### config.mk
export PLATFORM = sky130hd
export DESIGN_NAME = keypad_emulator_flat
export DESIGN_NICKNAME = d
export VERILOG_FILES = /design/src/rtl/keypad_emulator_if.sv /design/src/rtl/keypad_emulator.sv /design/src/flat_wrapper.sv
export SDC_FILE = /design/constraint.sdc
export NUM_CORES = 1
export LEC_CHECK = 0
export BUFFER_PORTS_ARGS = -buffer_cell sky130_fd_sc_hd__buf_2
export CORE_UTILIZATION = 45
export CTS_CLUSTER_DIAMETER = 50
export DETAILED_ROUTE_END_ITERATION = 12
export PLACE_DENSITY = 0.63
export SLEW_MARGIN = 0
export SYNTH_ARGS = -nofsm -noshare
export SYNTH_HDL_FRONTEND = slang
export SYNTH_SLANG_ARGS = --single-unit
### constraint.sdc
create_clock -name clk -period 3.1 [get_ports clk]
set_input_delay 0.31 -clock clk [delete_from_list [all_inputs] [get_ports clk]]
set_output_delay 0.31 -clock clk [all_outputs]
set_load 0.02 [all_outputs]
### src/rtl/keypad_emulator_if.sv
// Command and scan-side signals of the keypad emulator.
// The master drives commands and the scanner row select; the slave is the emulator.
interface keypad_emulator_if;
    logic [2:0] sel;
    logic [2:0] column;
    logic       cmd_valid;
    logic       cmd_ready;
    logic [3:0] cmd_key;
    logic [7:0] cmd_hold;
    logic       busy;
    logic       done;
    logic       err;

    modport master (
        output sel,
        output cmd_valid,
        output cmd_key,
        output cmd_hold,
        input  column,
        input  cmd_ready,
        input  busy,
        input  done,
        input  err
    );

    modport slave (
        input  sel,
        input  cmd_valid,
        input  cmd_key,
        input  cmd_hold,
        output column,
        output cmd_ready,
        output busy,
        output done,
        output err
    );
endinterface

### src/rtl/keypad_emulator.sv
// Emulates a 4x3 matrix keypad: queued key commands are pressed in step with the
// scanner's row select for a number of scan frames, then released for GAP_FRAMES frames.
module keypad_emulator #(
    parameter int DEPTH      = 4,
    parameter int GAP_FRAMES = 2
) (
    input  logic             clk,
    input  logic             rst,
    keypad_emulator_if.slave kp
);

    localparam int PTR_W = $clog2(DEPTH);
    localparam int OCC_W = PTR_W + 1;
    localparam int FRM_W = (GAP_FRAMES > 255) ? $clog2(GAP_FRAMES + 1) : 8;

    localparam logic [OCC_W-1:0] OCC_FULL = OCC_W'(DEPTH);
    localparam logic [OCC_W-1:0] OCC_ONE  = OCC_W'(1);
    localparam logic [PTR_W-1:0] PTR_ONE  = PTR_W'(1);
    localparam logic [FRM_W-1:0] FRM_ONE  = FRM_W'(1);
    localparam logic [FRM_W-1:0] GAP_LOAD = FRM_W'(GAP_FRAMES);

    localparam logic [1:0] ST_IDLE  = 2'd0;
    localparam logic [1:0] ST_ALIGN = 2'd1;
    localparam logic [1:0] ST_PRESS = 2'd2;
    localparam logic [1:0] ST_GAP   = 2'd3;

    // Returns {row, active-low column} for a key code.
    function automatic logic [5:0] key_decode(input logic [3:0] key);
        logic [5:0] rc;
        case (key)
            4'd0:    rc = {3'd3, 3'b101};
            4'd1:    rc = {3'd0, 3'b011};
            4'd2:    rc = {3'd0, 3'b101};
            4'd3:    rc = {3'd0, 3'b110};
            4'd4:    rc = {3'd1, 3'b011};
            4'd5:    rc = {3'd1, 3'b101};
            4'd6:    rc = {3'd1, 3'b110};
            4'd7:    rc = {3'd2, 3'b011};
            4'd8:    rc = {3'd2, 3'b101};
            4'd9:    rc = {3'd2, 3'b110};
            default: rc = {3'd7, 3'b111};
        endcase
        return rc;
    endfunction

    logic [1:0]       state_q, state_d;
    logic [2:0]       sel_q;
    logic [PTR_W-1:0] wr_ptr_q, wr_ptr_d;
    logic [PTR_W-1:0] rd_ptr_q, rd_ptr_d;
    logic [OCC_W-1:0] count_q, count_d;
    logic [FRM_W-1:0] frame_cnt_q, frame_cnt_d;
    logic [2:0]       tgt_row_q, tgt_row_d;
    logic [2:0]       tgt_col_q, tgt_col_d;
    logic [7:0]       hold_q, hold_d;
    logic             done_q, done_d;
    logic             err_q, err_d;

    logic [3:0]       key_mem  [DEPTH];
    logic [7:0]       hold_mem [DEPTH];

    logic             frame_start;
    logic             cmd_ready_w;
    logic             key_ok;
    logic             push_hs;
    logic             push_en;
    logic             pop_en;
    logic [5:0]       head_map;
    logic             press_hit;

    assign frame_start = (kp.sel == 3'd0) && (sel_q != 3'd0);
    assign cmd_ready_w = (count_q != OCC_FULL);
    assign key_ok      = (kp.cmd_key <= 4'd9);
    assign push_hs     = kp.cmd_valid && cmd_ready_w;
    assign push_en     = push_hs && key_ok;
    assign pop_en      = (state_q == ST_IDLE) && (count_q != '0);
    assign head_map    = key_decode(key_mem[rd_ptr_q]);

    // Command storage; invalid keys never reach it, so no reset is needed.
    always_ff @(posedge clk) begin
        if (push_en) begin
            key_mem[wr_ptr_q]  <= kp.cmd_key;
            hold_mem[wr_ptr_q] <= kp.cmd_hold;
        end
    end

    always_comb begin
        wr_ptr_d = wr_ptr_q;
        rd_ptr_d = rd_ptr_q;
        count_d  = count_q;
        if (push_en) begin
            wr_ptr_d = wr_ptr_q + PTR_ONE;
        end
        if (pop_en) begin
            rd_ptr_d = rd_ptr_q + PTR_ONE;
        end
        case ({push_en, pop_en})
            2'b10:   count_d = count_q + OCC_ONE;
            2'b01:   count_d = count_q - OCC_ONE;
            default: count_d = count_q;
        endcase
        err_d = push_hs && !key_ok;
    end

    always_comb begin
        state_d     = state_q;
        frame_cnt_d = frame_cnt_q;
        tgt_row_d   = tgt_row_q;
        tgt_col_d   = tgt_col_q;
        hold_d      = hold_q;
        done_d      = 1'b0;
        case (state_q)
            ST_IDLE: begin
                if (pop_en) begin
                    tgt_row_d = head_map[5:3];
                    tgt_col_d = head_map[2:0];
                    hold_d    = hold_mem[rd_ptr_q];
                    state_d   = ST_ALIGN;
                end
            end
            ST_ALIGN: begin
                if (frame_start) begin
                    state_d     = ST_PRESS;
                    frame_cnt_d = (hold_q == 8'd0) ? FRM_ONE : FRM_W'(hold_q);
                end
            end
            ST_PRESS: begin
                if (frame_start) begin
                    if (frame_cnt_q <= FRM_ONE) begin
                        state_d     = ST_GAP;
                        frame_cnt_d = GAP_LOAD;
                    end else begin
                        frame_cnt_d = frame_cnt_q - FRM_ONE;
                    end
                end
            end
            ST_GAP: begin
                // A zero count only occurs with GAP_FRAMES = 0: finish without waiting a frame.
                if (frame_cnt_q == '0) begin
                    done_d  = 1'b1;
                    state_d = ST_IDLE;
                end else if (frame_start) begin
                    if (frame_cnt_q == FRM_ONE) begin
                        done_d  = 1'b1;
                        state_d = ST_IDLE;
                    end else begin
                        frame_cnt_d = frame_cnt_q - FRM_ONE;
                    end
                end
            end
            default: state_d = ST_IDLE;
        endcase
    end

    always_ff @(posedge clk or posedge rst) begin
        if (rst) begin
            state_q     <= ST_IDLE;
            sel_q       <= 3'd0;
            wr_ptr_q    <= '0;
            rd_ptr_q    <= '0;
            count_q     <= '0;
            frame_cnt_q <= '0;
            tgt_row_q   <= 3'd7;
            tgt_col_q   <= 3'b111;
            hold_q      <= 8'd0;
            done_q      <= 1'b0;
            err_q       <= 1'b0;
        end else begin
            state_q     <= state_d;
            sel_q       <= kp.sel;
            wr_ptr_q    <= wr_ptr_d;
            rd_ptr_q    <= rd_ptr_d;
            count_q     <= count_d;
            frame_cnt_q <= frame_cnt_d;
            tgt_row_q   <= tgt_row_d;
            tgt_col_q   <= tgt_col_d;
            hold_q      <= hold_d;
            done_q      <= done_d;
            err_q       <= err_d;
        end
    end

    // Column follows the live row select so the key appears in the scanned row only.
    assign press_hit = (state_q == ST_PRESS) && (kp.sel == tgt_row_q);

    generate
        for (genvar gi = 0; gi < 3; gi++) begin : g_col
            assign kp.column[gi] = press_hit ? tgt_col_q[gi] : 1'b1;
        end
    endgenerate

    assign kp.cmd_ready = cmd_ready_w;
    assign kp.busy      = (state_q != ST_IDLE) || (count_q != '0);
    assign kp.done      = done_q;
    assign kp.err       = err_q;

endmodule

### src/flat_wrapper.sv
// flat-port wrapper written by rule: the top's interface ports become plain ports
module keypad_emulator_flat 
#(
    parameter int DEPTH      = 4,
    parameter int GAP_FRAMES = 2
)
  (clk, rst, kp_sel, kp_cmd_valid, kp_cmd_key, kp_cmd_hold, kp_column, kp_cmd_ready, kp_busy, kp_done, kp_err);
  keypad_emulator_if kp_i ();
  input  logic clk;
  input  logic rst;
  input wire logic [$bits(kp_i.sel)-1:0] kp_sel;
  input wire logic [$bits(kp_i.cmd_valid)-1:0] kp_cmd_valid;
  input wire logic [$bits(kp_i.cmd_key)-1:0] kp_cmd_key;
  input wire logic [$bits(kp_i.cmd_hold)-1:0] kp_cmd_hold;
  output wire logic [$bits(kp_i.column)-1:0] kp_column;
  output wire logic [$bits(kp_i.cmd_ready)-1:0] kp_cmd_ready;
  output wire logic [$bits(kp_i.busy)-1:0] kp_busy;
  output wire logic [$bits(kp_i.done)-1:0] kp_done;
  output wire logic [$bits(kp_i.err)-1:0] kp_err;
  assign kp_i.sel = kp_sel;
  assign kp_i.cmd_valid = kp_cmd_valid;
  assign kp_i.cmd_key = kp_cmd_key;
  assign kp_i.cmd_hold = kp_cmd_hold;
  assign kp_column = kp_i.column;
  assign kp_cmd_ready = kp_i.cmd_ready;
  assign kp_busy = kp_i.busy;
  assign kp_done = kp_i.done;
  assign kp_err = kp_i.err;
  keypad_emulator #(.DEPTH(DEPTH), .GAP_FRAMES(GAP_FRAMES)) u_core (.clk(clk), .rst(rst), .kp(kp_i));
endmodule
; Word level (Yosys, flattened, before mapping)
; Memory sizes are Yosys's and may differ from the RTL's. A register that Yosys moved wholly into a read port is not among the register bits.
; Index checks and enable logic that the tools add are counted.
[classes]
n_reduce_logical = 20
order_cmp = 2
n_mux = 26
addsub = 5
eq_ne = 17
[ops]
columns = operator, count
row1 = 8-bit two-way mux, 7
row2 = 8-bit one-hot mux with 3 select lines, 1
row3 = 8-bit zero test, 2
row4 = 2-bit two-way mux, 7
row5 = 6-bit AND reduction, 2
row6 = 2-bit by 1-bit != test with 1-bit output (second input constant), 5
row7 = 1-bit two-way mux, 9
row8 = 3-bit nonzero test, 3
row9 = 8-bit by 1-bit == test with 1-bit output (second input constant), 1
row10 = 8-bit by 1-bit less-or-equal comparator with 1-bit output (second input constant), 1
row11 = 2-bit one-hot mux with 4 select lines, 1
row12 = 8-bit by 1-bit subtractor with 8-bit output (second input constant), 1
row13 = 2-bit == test (second input constant), 3
row14 = 1-bit logical AND, 6
row15 = 3-bit by 1-bit != test with 1-bit output (second input constant), 2
row16 = 3-bit one-hot mux with 2 select lines, 1
row17 = 2-bit by 1-bit adder with 2-bit output (second input constant), 2
row18 = 2-bit by 1-bit == test with 1-bit output (second input constant), 2
row19 = 4-bit less-or-equal comparator (second input constant), 1
row20 = 2-bit != test (second input constant), 2
row21 = 2-bit nonzero test, 2
row22 = 3-bit by 1-bit adder with 3-bit output (second input constant), 1
row23 = 3-bit == test, 1
row24 = 3-bit zero test, 1
row25 = other kinds (6), 6
[word_totals]
ramBits = 48
romBits = 96
wordCells = 81
inputBits = 18
memories = 3
reg_bits = 22
[memory_table]
columns = memory, depth, width, rd, rd_ports_with_merged_regs, write_ports, line_no
row1 = (no name shown), 16, 6, 1, 1, 0, keypad_emulator.sv:30  ; case (key)
row2 = u_core.hold_mem, 4, 8, 1, 1, 1, keypad_emulator.sv:59  ; logic [7:0] hold_mem [DEPTH];
row3 = u_core.key_mem, 4, 4, 1, 0, 1, keypad_emulator.sv:58  ; logic [3:0] key_mem [DEPTH];

; Longest topological paths before layout
; Gate-level depths: netlist (run 1).
[depth]
ltp_word = 5
depth_mapped = 12
depth_no_buf = 10

; Least setup slack after synthesis (run 1)
; No wires, ideal clock.
[synth_timing]
path_type = register to register
start = register u_core.state_q[0]
end = register u_core.count_q[2]
setup_time_ns = 0.079
arrival_time_ns = 2.211
setup_slack_ns = 0.810
path_stages_with_launch = 13
path_cell_list = dfrtp_1 inv_1 ha_1 nand2b_1 buf_2 inv_2 clkbuf_1 ha_1 inv_1 fa_1 xor2_1 nor2_1 xor2_1
[synth_between]
elab_chain_len = 4
word_cells_on_any_way = 6
cone_classes = eq/ne (2) / mux (1) / reduce/logical (3)
[synth_lines]
columns = element, line_no
row1 = from (decl), keypad_emulator.sv:46  ; logic [1:0] state_q, state_d;
row2 = from (signal assigned), keypad_emulator.sv:168  ; state_q <= state_d;
row3 = 2-bit zero test *, keypad_emulator.sv:75  ; assign pop_en = (state_q == ST_IDLE) && (count_q != '0);
row4 = 1-bit logical AND *, keypad_emulator.sv:75
row5 = via u_core.pop_en, keypad_emulator.sv:66  ; logic pop_en;
row6 = 2-bit by 1-bit == test with 1-bit output / 2-bit == test (equally long branches), keypad_emulator.sv:96  ; case ({push_en, pop_en})
row7 = 3-bit one-hot mux with 2 select lines / 2-bit nonzero test (equally long branches), -
row8 = to (signal assigned), keypad_emulator.sv:172  ; count_q <= count_d;
row9 = to (decl), keypad_emulator.sv:50  ; logic [OCC_W-1:0] count_q, count_d;
; The timed path passes the listed nets; every way through them passes the cells marked *.
; A chain may end at the register's enable or synchronous reset.

; Worst setup path in the final report (run 1)
[layout_timing]
start = register u_core.state_q[0]
end = register u_core.count_q[2]
[layout_between]
elab_chain_len = 4
word_cells_on_any_way = 6
cone_classes = eq/ne (2) / mux (1) / reduce/logical (3)
[layout_lines]
columns = element, line_no
row1 = 2-bit zero test *, keypad_emulator.sv:75
row2 = 1-bit logical AND *, keypad_emulator.sv:75
row3 = 2-bit by 1-bit == test with 1-bit output / 2-bit == test (equally long branches), keypad_emulator.sv:96
row4 = 3-bit one-hot mux with 2 select lines / 2-bit nonzero test (equally long branches), -
; Mark *: on every way between the ends. The rest lies on a longest branch, timed or not.

==> results.sh, run 1 <==
export IMPL_status="finished, final reports clean"
export IMPL_die_area_um2=8972
export IMPL_cp_start_kind="register"
export IMPL_synth_area_um2=3869
export IMPL_fin_tns_setup_ns=0
export IMPL_ys_seq_area_share_pct=60.74
export IMPL_yosys_warnings=0
export IMPL_r2r_start="u_core.state_q[0]$_DFFE_PP0P_"
export IMPL_synth_seq_cells=84
export IMPL_dr_pass1_iters=4
export IMPL_io_pin_count=25
export IMPL_antenna_found_initial=0
export IMPL_core_area_um2=8258
export IMPL_drt_total_wl_um=6483
export IMPL_grt_pass1_vias=2167
export IMPL_hold_worst_slack_ns=0.09228
export IMPL_place_hpwl_um=4530
export IMPL_clock_path_buffers=2
export IMPL_syn_nets=329
export IMPL_drive_gt1_share_pct=21.74
export IMPL_async_reset_ff_share_pct=42.86
export IMPL_cts_made_buffers=9
export IMPL_fp_row_count=33
export IMPL_rsz0062_at_grt="no"
export IMPL_dp_slack_ns=0.8078
export IMPL_drv_slew=0
export IMPL_die_w_um=94.72
export IMPL_r2r_cells=11
export IMPL_drc=0
export IMPL_grt_max_degree=22
export IMPL_fin_crit_ns=2.293
export IMPL_antenna_cells=0
export IMPL_setup_ws_ns=0.8075
export IMPL_fmax_mhz=436.2
export IMPL_syn_avg_cell_area_um2=13.29
export IMPL_finClkSkew_ns=0.007658
export IMPL_syn_inst=291
export IMPL_cts_tree="done"
export IMPL_gp_congestion=0.7562
export IMPL_synth_cell_types=46
export IMPL_cp_max_fo=17
export IMPL_maxSlewHeadroom_pct=47.86
export IMPL_htree_levels=3
export IMPL_clk_pin_slew_ns=0.09
export IMPL_synth_edf_count=48
export IMPL_layout_common_cells="edfxtp_1, nand2_1, dfrtp_1, buf_2, ha_1"
export IMPL_multi_input_area_um2=1381
export IMPL_initial_utilization_pct=46.85
export IMPL_routedWlPerCell_um=15.18
export IMPL_setup_violations_final=0
export IMPL_cts_resized=0
export IMPL_gr_usage_all_layers_pct=16.58
export IMPL_clk_latency_ns=0.35
export IMPL_power_uw=4115
export IMPL_drtAntennaViolNets=0
export IMPL_arrival_ns=2.57
export IMPL_cts_root_buffer="clkbuf_8"
export IMPL_path_class="register to register"
export IMPL_cts_setup_buffers=0
export IMPL_io_buffers=24
export IMPL_ctsHoldBuffers=0
export IMPL_syn2layout_area_growth_pct=9.702
export IMPL_via_per_inst=5.117
export IMPL_worst_ep_required_time_ns=3.38
export IMPL_drt_iter0_drc=59
export IMPL_period_share_pct=73.95
export IMPL_r2r_slack_ns=0.81
export IMPL_seqCellArea_um2=2350
export IMPL_mostFrequentLayoutCell="edfxtp_1"
export IMPL_peakVddDrop_v=0.0003247
export IMPL_vias=2185
export IMPL_timing_rr_end="u_core.count_q[2]$_DFFE_PP0P_"
export IMPL_hp_class="primary input to asynchronous set/reset pin"
export IMPL_crit_path_end_kind="register"
export IMPL_cts_sinks=84
export IMPL_die_y_um=94.72
export IMPL_hold_viol_final=0
export IMPL_power_density_nw_per_um2=969.7
export IMPL_cap_viol_max_count=0
export IMPL_ys_flop_type="edfxtp_1"
export IMPL_grt_ovfl_total=0
export IMPL_fill_cells=713
export IMPL_grt_first_pass_wirelength_um=10900
export IMPL_layout_nets=355
export IMPL_p_leak_uw=0.001689
export IMPL_worst_pin_slew_ns=0.7812
==> how the worst max path moves through the flow <==
stage,depth (start not counted),from,to
2_1_floorplan,12,u_core.state_q[0]$_DFFE_PP0P_,u_core.count_q[2]$_DFFE_PP0P_
3_3_place_gp,6,u_core.state_q[0]$_DFFE_PP0P_,u_core.frame_cnt_q[6]$_DFFE_PP0P_
3_5_place_dp,11,u_core.state_q[0]$_DFFE_PP0P_,u_core.count_q[2]$_DFFE_PP0P_
4_1_cts,11,u_core.state_q[0]$_DFFE_PP0P_,u_core.count_q[2]$_DFFE_PP0P_
5_1_grt,6,u_core.state_q[0]$_DFFE_PP0P_,u_core.frame_cnt_q[3]$_DFFE_PP0P_
6_report,11,u_core.state_q[0]$_DFFE_PP0P_,u_core.count_q[2]$_DFFE_PP0P_
==> registers in the layout, summed over array words and instances (netlist names), 2 cells and up <==
register,cells
u_core.hold_q,8
u_core.tgt_col_q,3
u_core.tgt_row_q,3
u_core.key_mem,16
u_core.state_q,2
u_core.frame_cnt_q,8
u_core.sel_q,3
u_core.rd_ptr_q,2
u_core.hold_mem,32
u_core.wr_ptr_q,2
u_core.count_q,3
==> per-layer routing <==
metal  GRT usage (%)  vias up  part of all wire, %
met5               0        -                    0
met4           8.333        0                  2.0
met3           3.140       10                  2.5
met2           25.78       32                   46
met1           22.25     1048                   49
li1                -     1095                    -
==> critical path, cell delays in order (launching register included) <==
cell and delay [ns]:
dfrtp_1 0.41, inv_1 0.13, ha_1 0.18, nand2b_1 0.06, buf_4 0.19, inv_2 0.20, ha_1 0.22, inv_1 0.06
fa_1 0.37, xor2_1 0.15, nor2_1 0.11, xor2_1 0.16
==> layout make-up <==
cell class / instances / share of cell area, %
inverters: 17 / 1.504
well taps: 105 / 3.096
clock buffers: 9 / 2.919
multi-input cells: 178 / 32.55
clock inverters: 7 / 1.209
repair buffers: 27 / 3.361
flip-flops and latches: 84 / 55.37
==> per-stage QoR <==
stage / utilization, % / std cells / cell area, µm²
finish: 51.39 / 427 / 4244
global route: 51.39 / 427 / 4244
CTS: 51.39 / 427 / 4244
detailed placement: 49.27 / 411 / 4069
global placement: 49.27 / 411 / 4069
floorplan: - / 291 / 3869
==> cell usage after synthesis (2+ instances only) <==
| cell type | instances | area [µm²] |
|---|---|---|
| nor3_2 | 2 | 20.02 |
| or2_2 | 3 | 18.77 |
| buf_4 | 2 | 15.01 |
| o21ai_1 | 16 | 80.08 |
| ha_1 | 19 | 237.7 |
| mux4_2 | 12 | 270.3 |
| nor3_1 | 4 | 20.02 |
| nand3b_1 | 2 | 15.01 |
| o31ai_1 | 2 | 15.01 |
| mux2i_1 | 5 | 50.05 |
| o211ai_1 | 4 | 30.03 |
| clkbuf_1 | 2 | 7.510 |
| a21oi_1 | 6 | 30.03 |
| and2_1 | 4 | 25.02 |
| dfrtp_1 | 30 | 750.7 |
| or3_1 | 3 | 18.77 |
| xnor2_1 | 7 | 61.31 |
| edfxtp_1 | 48 | 1441 |
| nand3_1 | 3 | 15.01 |
| o21a_1 | 2 | 15.01 |
| dfstp_2 | 6 | 157.7 |
| nand2_1 | 41 | 153.9 |
| a22o_1 | 6 | 52.55 |
| nor2_1 | 13 | 48.80 |
| buf_2 | 5 | 25.02 |
| buf_6 | 2 | 22.52 |
| xor2_1 | 2 | 17.52 |
| o21ai_0 | 6 | 30.03 |
| nand2b_1 | 2 | 12.51 |
| inv_1 | 16 | 60.06 |
==> power breakdown <==
| part | leakage, µW | switching (µW) | internal, µW | total, µW |
|---|---|---|---|---|
| Clock | 0.0000834 | 397 | 293 | 690 |
| Sequential | 0.000867 | 242 | 1510 | 1750 |
| Combinational | 0.000738 | 933 | 740 | 1670 |
==> cells by family (layout without fill, tap and decap cells) <==
group	count (synthesis)	in the layout	share of synthesized area, %
adders and majority gates	20	20	6.662
DFF	84	84	60.74
buffers and inverters	29	60	3.557
muxes	18	18	8.571
xor gates and xnor gates	9	9	2.038
and+or+nand+nor	83	83	10.16
AOI/OAI and AO/OA	48	48	8.280
Note: power is estimated with default switching activity, not from simulation.
==> inputs of run 2 (changes only) <==
Clock period 3.1 ns to 2.15 ns, I/O delays scaled along.
==> run 2 against run 1 <==
  * Final cell count up 2.8%
  * Routed wire length rose by 0.88%
  * Clock-buffer cell count grew 1
  * Utilization up 2.6 points
  * Register-to-register slack worse by 0.71 ns
  * Sequential share of layout area is 2.7 points lower
  * Fmax rose by 12%
  * Clock power is 93% higher
  * Via count grew 1.8%
  * Global-route usage down 0.18 points
  * Largest power group is now combinational logic
==> results.sh, run 2 (same netlist as run 1, synthesis figures left out) <==
export IMPL_die_y_um=94.72
export IMPL_routedWlPerCell_um=14.90
export IMPL_layout_common_cells="edfxtp_1, nand2_1, dfrtp_1, buf_2, ha_1"
export IMPL_largest_reg_flops=32
export IMPL_worst_ep_required_time_ns=2.38
export IMPL_place_hpwl_um=4561
export IMPL_cts_sinks=84
export IMPL_drv_slew=0
export IMPL_finClkSkew_ns=0.006740
export IMPL_final_area_um2=4459
export IMPL_drc=0
export IMPL_via_per_inst=5.066
export IMPL_maxSlewHeadroom_pct=68.47
export IMPL_io_pin_count=25
export IMPL_dr_pass1_iters=4
export IMPL_grt_first_pass_wirelength_um=11210
export IMPL_cap_viol_max_count=0
export IMPL_worst_pin_slew_ns=0.4729
export IMPL_htree_levels=3
export IMPL_vias=2224
export IMPL_clk_latency_ns=0.33
export IMPL_crit_path_end_kind="register"
export IMPL_fp_row_count=33
export IMPL_antenna_cells=0
export IMPL_critPathMaxStageDelay_ns=0.41
export IMPL_p_leak_uw=0.001798
export IMPL_cts_root_buffer="clkbuf_8"
export IMPL_dp_slack_ns=0.1253
export IMPL_hp_class="primary input to register"
export IMPL_p_comb_share_pct=41.0
export IMPL_setup_ws_ns=0.09761
export IMPL_antenna_found_initial=0
export IMPL_peakVddDrop_v=0.0005940
export IMPL_clock_power_share_pct=20.6
export IMPL_critPathMostFrequentCell="buf_4"
export IMPL_die_w_um=94.72
export IMPL_power_density_nw_per_um2=1448
export IMPL_cp_max_fo=11
export IMPL_cts_tree="done"
export IMPL_period_share_pct=95.46
export IMPL_initial_utilization_pct=46.85
export IMPL_seq_power_share_pct=38.4
export IMPL_gp_congestion=0.8377
export IMPL_p_sw_share_pct=35.53
export IMPL_placed_area_um2=4199
export IMPL_clock_path_buffers=2
export IMPL_drive_gt1_share_pct=24.55
export IMPL_gr_usage_all_layers_pct=16.41
export IMPL_drt_total_wl_um=6540
export IMPL_core_area_um2=8258
export IMPL_path_class="register to register"
export IMPL_layout_nets=367
export IMPL_top_register="u_core.hold_mem"
export IMPL_critPathTopFamily="compound AO/OA/AOI/OAI gates"
export IMPL_setup_violations_final=0
export IMPL_cp_start_kind="register"
export IMPL_crit_chain="buf_4 -> ha_1 -> or3_4 -> a211oi_4 -> buf_4 -> o21ai_1 -> a22o_1"
export IMPL_drtAntennaViolNets=0
export IMPL_clk_pin_slew_ns=0.09
export IMPL_top_regs="u_core.hold_mem x32, u_core.key_mem x16"
export IMPL_hold_viol_final=0
export IMPL_drt_iter0_drc=103
export IMPL_fin_crit_ns=2.052
export IMPL_p_int_uw=4164
export IMPL_crit_path_top_delay_cell="dfrtp_1"
export IMPL_io_buffers=24
export IMPL_grt_pass1_vias=2219
export IMPL_arrival_ns=2.28
export IMPL_fmax_mhz=487.2
export IMPL_switchingPower_uw=2294
export IMPL_syn2layout_area_growth_pct=15.27
export IMPL_grt_max_degree=37
export IMPL_grt_ovfl_total=0
export IMPL_cts_made_buffers=9
export IMPL_die_area_um2=8972
export IMPL_path_buf_inv=2
export IMPL_power_uw=6459
export IMPL_status="finished, final reports clean"
export IMPL_mostFrequentLayoutCell="edfxtp_1"
-- run 2: cell types whose count changed in the layout (fill, tap and decap cells not counted), moves of 2 or more --
cell       previous run  this run
bufinv_16             0         3
buf_4                 3         9
clkinv_4              3         1
buf_12                0         4
-- run 2: power groups by stage --
stage          clock network [µW]  logic [µW]  registers, µW
2_1_floorplan                   0        2150           2400
3_3_place_gp                    0        2600           2500
3_5_place_dp                    0        2630           2520
4_1_cts                      1370        2650           2490
5_1_grt                      1440        2990           2540
6_report                     1330        2650           2480
-- run 2: worst paths after layout --
path	startpoint	to	slack (ns)	cells past startpoint
max	u_core.state_q[0]$_DFFE_PP0P_	u_core.frame_cnt_q[5]$_DFFE_PP0P_	0.1	7
min	kp_sel[2]	u_core.sel_q[2]$_DFF_PP0_	0.03	1
max reg2reg	u_core.state_q[0]$_DFFE_PP0P_	u_core.frame_cnt_q[5]$_DFFE_PP0P_	0.1	7
min reg2reg	u_core.tgt_col_q[0]$_DFFE_PP1P_	u_core.tgt_col_q[0]$_DFFE_PP1P_	0.47	2
max in group asynchronous	rst	u_core.tgt_row_q[2]$_DFFE_PP1P_	1.26	4
min in group asynchronous	rst	u_core.frame_cnt_q[6]$_DFFE_PP0P_	0.54	4
-- run 2: final cells by class --
type,instances,area (µm²)
inverters,17,63.81
repair buffers,39,289.0
flip-flops and latches,84,2350
clock inverters,6,111.4
fillers,708,3799
clock buffers,10,127.6
well taps,105,131.4
multi-input cells,178,1386
-- run 2: metal layers --
metal / part of all wire [%] / global-route usage (%) / up-vias
li1: - / - / 1119
met1: 50 / 24.29 / 1072
met2: 47 / 24.04 / 29
met3: 2.8 / 3.382 / 4
met4: 0.55 / 5.429 / 0
met5: 0 / 0 / -
-- run 2: repair_timing --
| item | CTS | global route |
|---|---|---|
| resized for setup | 0 | 2 |
| setup endpoints to repair | 0 | 4 |
| hold buffers | 1 | 0 |
| buffers inserted | 0 | 1 |
| endpoints found under the hold margin | 30 | 0 |
-- run 2: per-stage QoR --
| stage | hold slack, ns | instances | TNS (ns) | util, % |
|---|---|---|---|---|
| 2_1_floorplan | 0.2464 | 291 | 0 | - |
| 5_1_grt | 0.02008 | 439 | -0.001136 | 54.00 |
| 3_5_place_dp | 0.3507 | 421 | 0 | 50.85 |
| 4_1_cts | 0.01409 | 438 | 0 | 53.86 |
| 6_report | 0.02829 | 439 | 0 | 54.00 |
| 3_3_place_gp | 0.3426 | 421 | 0 | 50.85 |
==> inputs of run 3 (changes only) <==
Settings changed: ABC_AREA set to 1, MAX_ROUTING_LAYER set to met4.
==> run 3 against run 2 <==
  * The flow now finishes with violations (DRC)
  * Area after synthesis rose by 6.4%
  * Fmax rose by 2.1%
  * Sequential power barely moved
  * Sequential share of layout area fell by 2.7 points
  * First-iteration DRC count rose by 66%
  * Total power rose by 5.7%
  * Hold slack improved by 0.0068 ns
  * Largest power group unchanged
==> results.sh, run 3 <==
export IMPL_syn_nets=466
export IMPL_async_reset_ff_share_pct=42.86
export IMPL_yosys_area_top_type="edfxtp_1"
export IMPL_clock_path_buffers=2
export IMPL_status="finished, violations left"
export IMPL_drive_gt1_share_pct=18.66
export IMPL_yosys_area_top_type_share_pct=35.02
export IMPL_hold_viol_final=0
export IMPL_setup_ws_ns=0.1404
export IMPL_drc=4
export IMPL_top_regs="u_core.hold_mem x32, u_core.key_mem x16"
export IMPL_largest_reg_flops=32
export IMPL_crit_path_top_delay_cell="dfrtp_1"
export IMPL_antenna_found_initial=0
export IMPL_synth_seq_cells=84
export IMPL_cts_tree="done"
export IMPL_drtAntennaViolNets=0
export IMPL_vias=2848
export IMPL_drt_iter0_drc=171
export IMPL_synth_cell_types=34
export IMPL_cp_start_kind="register"
export IMPL_path_class="register to register"
export IMPL_worst_pin_slew_ns=0.4623
export IMPL_dr_pass1_iters=8
export IMPL_critPathMostFrequentCell="inv_1"
export IMPL_clk_pin_slew_ns=0.09
export IMPL_mostFrequentLayoutCell="nand2_1"
export IMPL_setup_violations_final=0
export IMPL_syn2layout_area_growth_pct=14.13
export IMPL_synth_area_um2=4116
export IMPL_fin_tns_setup_ns=0
export IMPL_drt_total_wl_um=7557
export IMPL_final_area_um2=4698
export IMPL_worst_ep_required_time_ns=2.38
export IMPL_top_register="u_core.hold_mem"
export IMPL_via_per_inst=4.868
export IMPL_cts_sinks=84
export IMPL_cp_max_fo=4
export IMPL_syn_avg_cell_area_um2=9.618
export IMPL_hp_class="primary input to register"
export IMPL_cts_made_buffers=9
export IMPL_fp_row_count=34
export IMPL_synth_top_cells_by_area="edfxtp_1, dfrtp_1, nand2_1"
export IMPL_fin_crit_ns=2.010
export IMPL_die_y_um=97.65
export IMPL_syn_inst=428
export IMPL_arrival_ns=2.24
export IMPL_r2r_start="u_core.state_q[0]$_DFFE_PP0P_"
export IMPL_die_area_um2=9535
export IMPL_die_w_um=97.65
export IMPL_layout_common_cells="nand2_1, nor2_1, edfxtp_1, inv_1, dfrtp_1"
export IMPL_fmax_mhz=497.6
export IMPL_r2r_slack_ns=0.14
export IMPL_place_hpwl_um=5148
export IMPL_gr_usage_all_layers_pct=17.80
export IMPL_grt_ovfl_total=0
export IMPL_grt_pass1_vias=2710
export IMPL_yosys_warnings=0
export IMPL_grt_first_pass_wirelength_um=12970
export IMPL_cp_startpoint="u_core.state_q[0]$_DFFE_PP0P_"
export IMPL_initial_utilization_pct=46.75
export IMPL_fill_cells=810
export IMPL_crit_chain="inv_2 -> ha_4 -> inv_1 -> a31oi_4 -> ha_2 -> inv_1 -> fa_2 -> a21oi_1 -> o21ai_1 -> xor2_1"
export IMPL_placed_area_um2=4429
export IMPL_critPathMaxStageDelay_ns=0.43
export IMPL_grt_max_degree=37
export IMPL_violations="DRC"
export IMPL_drv_slew=0
export IMPL_p_leak_uw=0.002064
export IMPL_io_pin_count=25
export IMPL_gp_congestion=0.7763
export IMPL_period_share_pct=93.47
export IMPL_power_density_nw_per_um2=1453
export IMPL_synth_edf_count=48
export IMPL_crit_path_end_kind="register"
export IMPL_dp_slack_ns=0.04389
export IMPL_maxSlewHeadroom_pct=68.85
export IMPL_synth_most_common_cell="nand2_1"
export IMPL_hold_start="kp_sel[2]"
export IMPL_ys_seq_area_share_pct=57.08
export IMPL_layout_nets=510
export IMPL_antenna_cells=0
export IMPL_clk_latency_ns=0.35
export IMPL_core_area_um2=8806
export IMPL_routedWlPerCell_um=12.92
export IMPL_finClkSkew_ns=0.009769
export IMPL_peakVddDrop_v=0.0005670
export IMPL_cap_viol_max_count=0
export IMPL_ys_top_cells_by_count="nand2_1, nor2_1, edfxtp_1, inv_1, dfrtp_1"
export IMPL_io_buffers=24
export IMPL_ys_flop_type="edfxtp_1"
export IMPL_htree_levels=3
export IMPL_cts_root_buffer="clkbuf_8"
run 3: changes by cell type after synthesis, sizes merged, moves of 9 or more:
cell / delta
inv: +28
mux4: -12
nand2: +76
nand3: +27
nor2: +39
o21ai: +9
run 3: worst max-delay path, delay by kind of cell, from the launching register on:
kind                     cells  cell delay [ns]
XOR/XNOR                     1             0.15
flip-flops                   1             0.43
buffers and inverters        3             0.26
AO/OA/AOI/OAI                3             0.39
adder cells (fa/ha/maj)      3             0.68
run 3: repair_timing:
action,CTS,global route
hold buffers,1,1
pin swaps,0,1
endpoints found under the setup margin,3,4
buffers inserted,0,2
hold endpoints to repair,30,1
resized for setup,2,8
run 3: through the flow:
step / hold slack, ns / cells / util [%] / power, µW
3_3_place_gp: 0.3480 / 565 / 50.30 / 5580
2_1_floorplan: 0.2464 / 428 / - / 4922
3_5_place_dp: 0.3509 / 565 / 50.30 / 5648
4_1_cts: 0.0009231 / 582 / 52.76 / 6807
5_1_grt: 0.01628 / 585 / 53.35 / 7511
6_report: 0.03505 / 585 / 53.35 / 6828
run 3: layout make-up:
type	instances	area (µm²)	area share (%)
clock buffer	9	123.9	2.636
clock inverter	7	73.82	1.571
inverter	46	172.7	3.675
multi-input combinational	289	1583	33.69
sequential	84	2350	50.01
tap	108	135.1	2.876
timing repair buffer	42	260.3	5.539
run 3: worst paths after layout:
path	cells after the start	end
worst min register to register	2	u_core.tgt_col_q[0]$_DFFE_PP1P_
worst max register to register	10	u_core.count_q[2]$_DFFE_PP0P_
max in group asynchronous	4	u_core.tgt_row_q[0]$_DFFE_PP1P_
worst max-delay path	10	u_core.count_q[2]$_DFFE_PP0P_
worst min-delay path	1	u_core.sel_q[2]$_DFF_PP0_
min in group asynchronous	4	u_core.sel_q[1]$_DFF_PP0_
run 3: kinds of logic (layout without fill, tap and decap cells):
kind of cell | after synthesis | count (layout) | synth area share [%]
adders and majority gates | 20 | 20 | 6.261
AOI/OAI and AO/OA | 53 | 53 | 7.842
xor gates and xnor gates | 9 | 9 | 1.915
buffers and inverters | 55 | 104 | 5.349
DFF | 84 | 84 | 57.08
and+or+nand+nor | 207 | 207 | 21.55
run 3: metal layers:
metal  up-vias  track usage [%]  share of wire (%)
met4         0            6.643                1.0
met3        11            2.878                2.3
li1       1491                -                  -
met2        33            28.10                 46
met1      1313            23.22                 50
met5         -                -                  0
run 3: power by group:
group / switching [µW] / total (µW) / internal [µW]
Clock: 592 / 1130 / 542
Combinational: 2030 / 3210 / 1180
Sequential: 297 / 2480 / 2180
Total: 2920 / 6830 / 3910
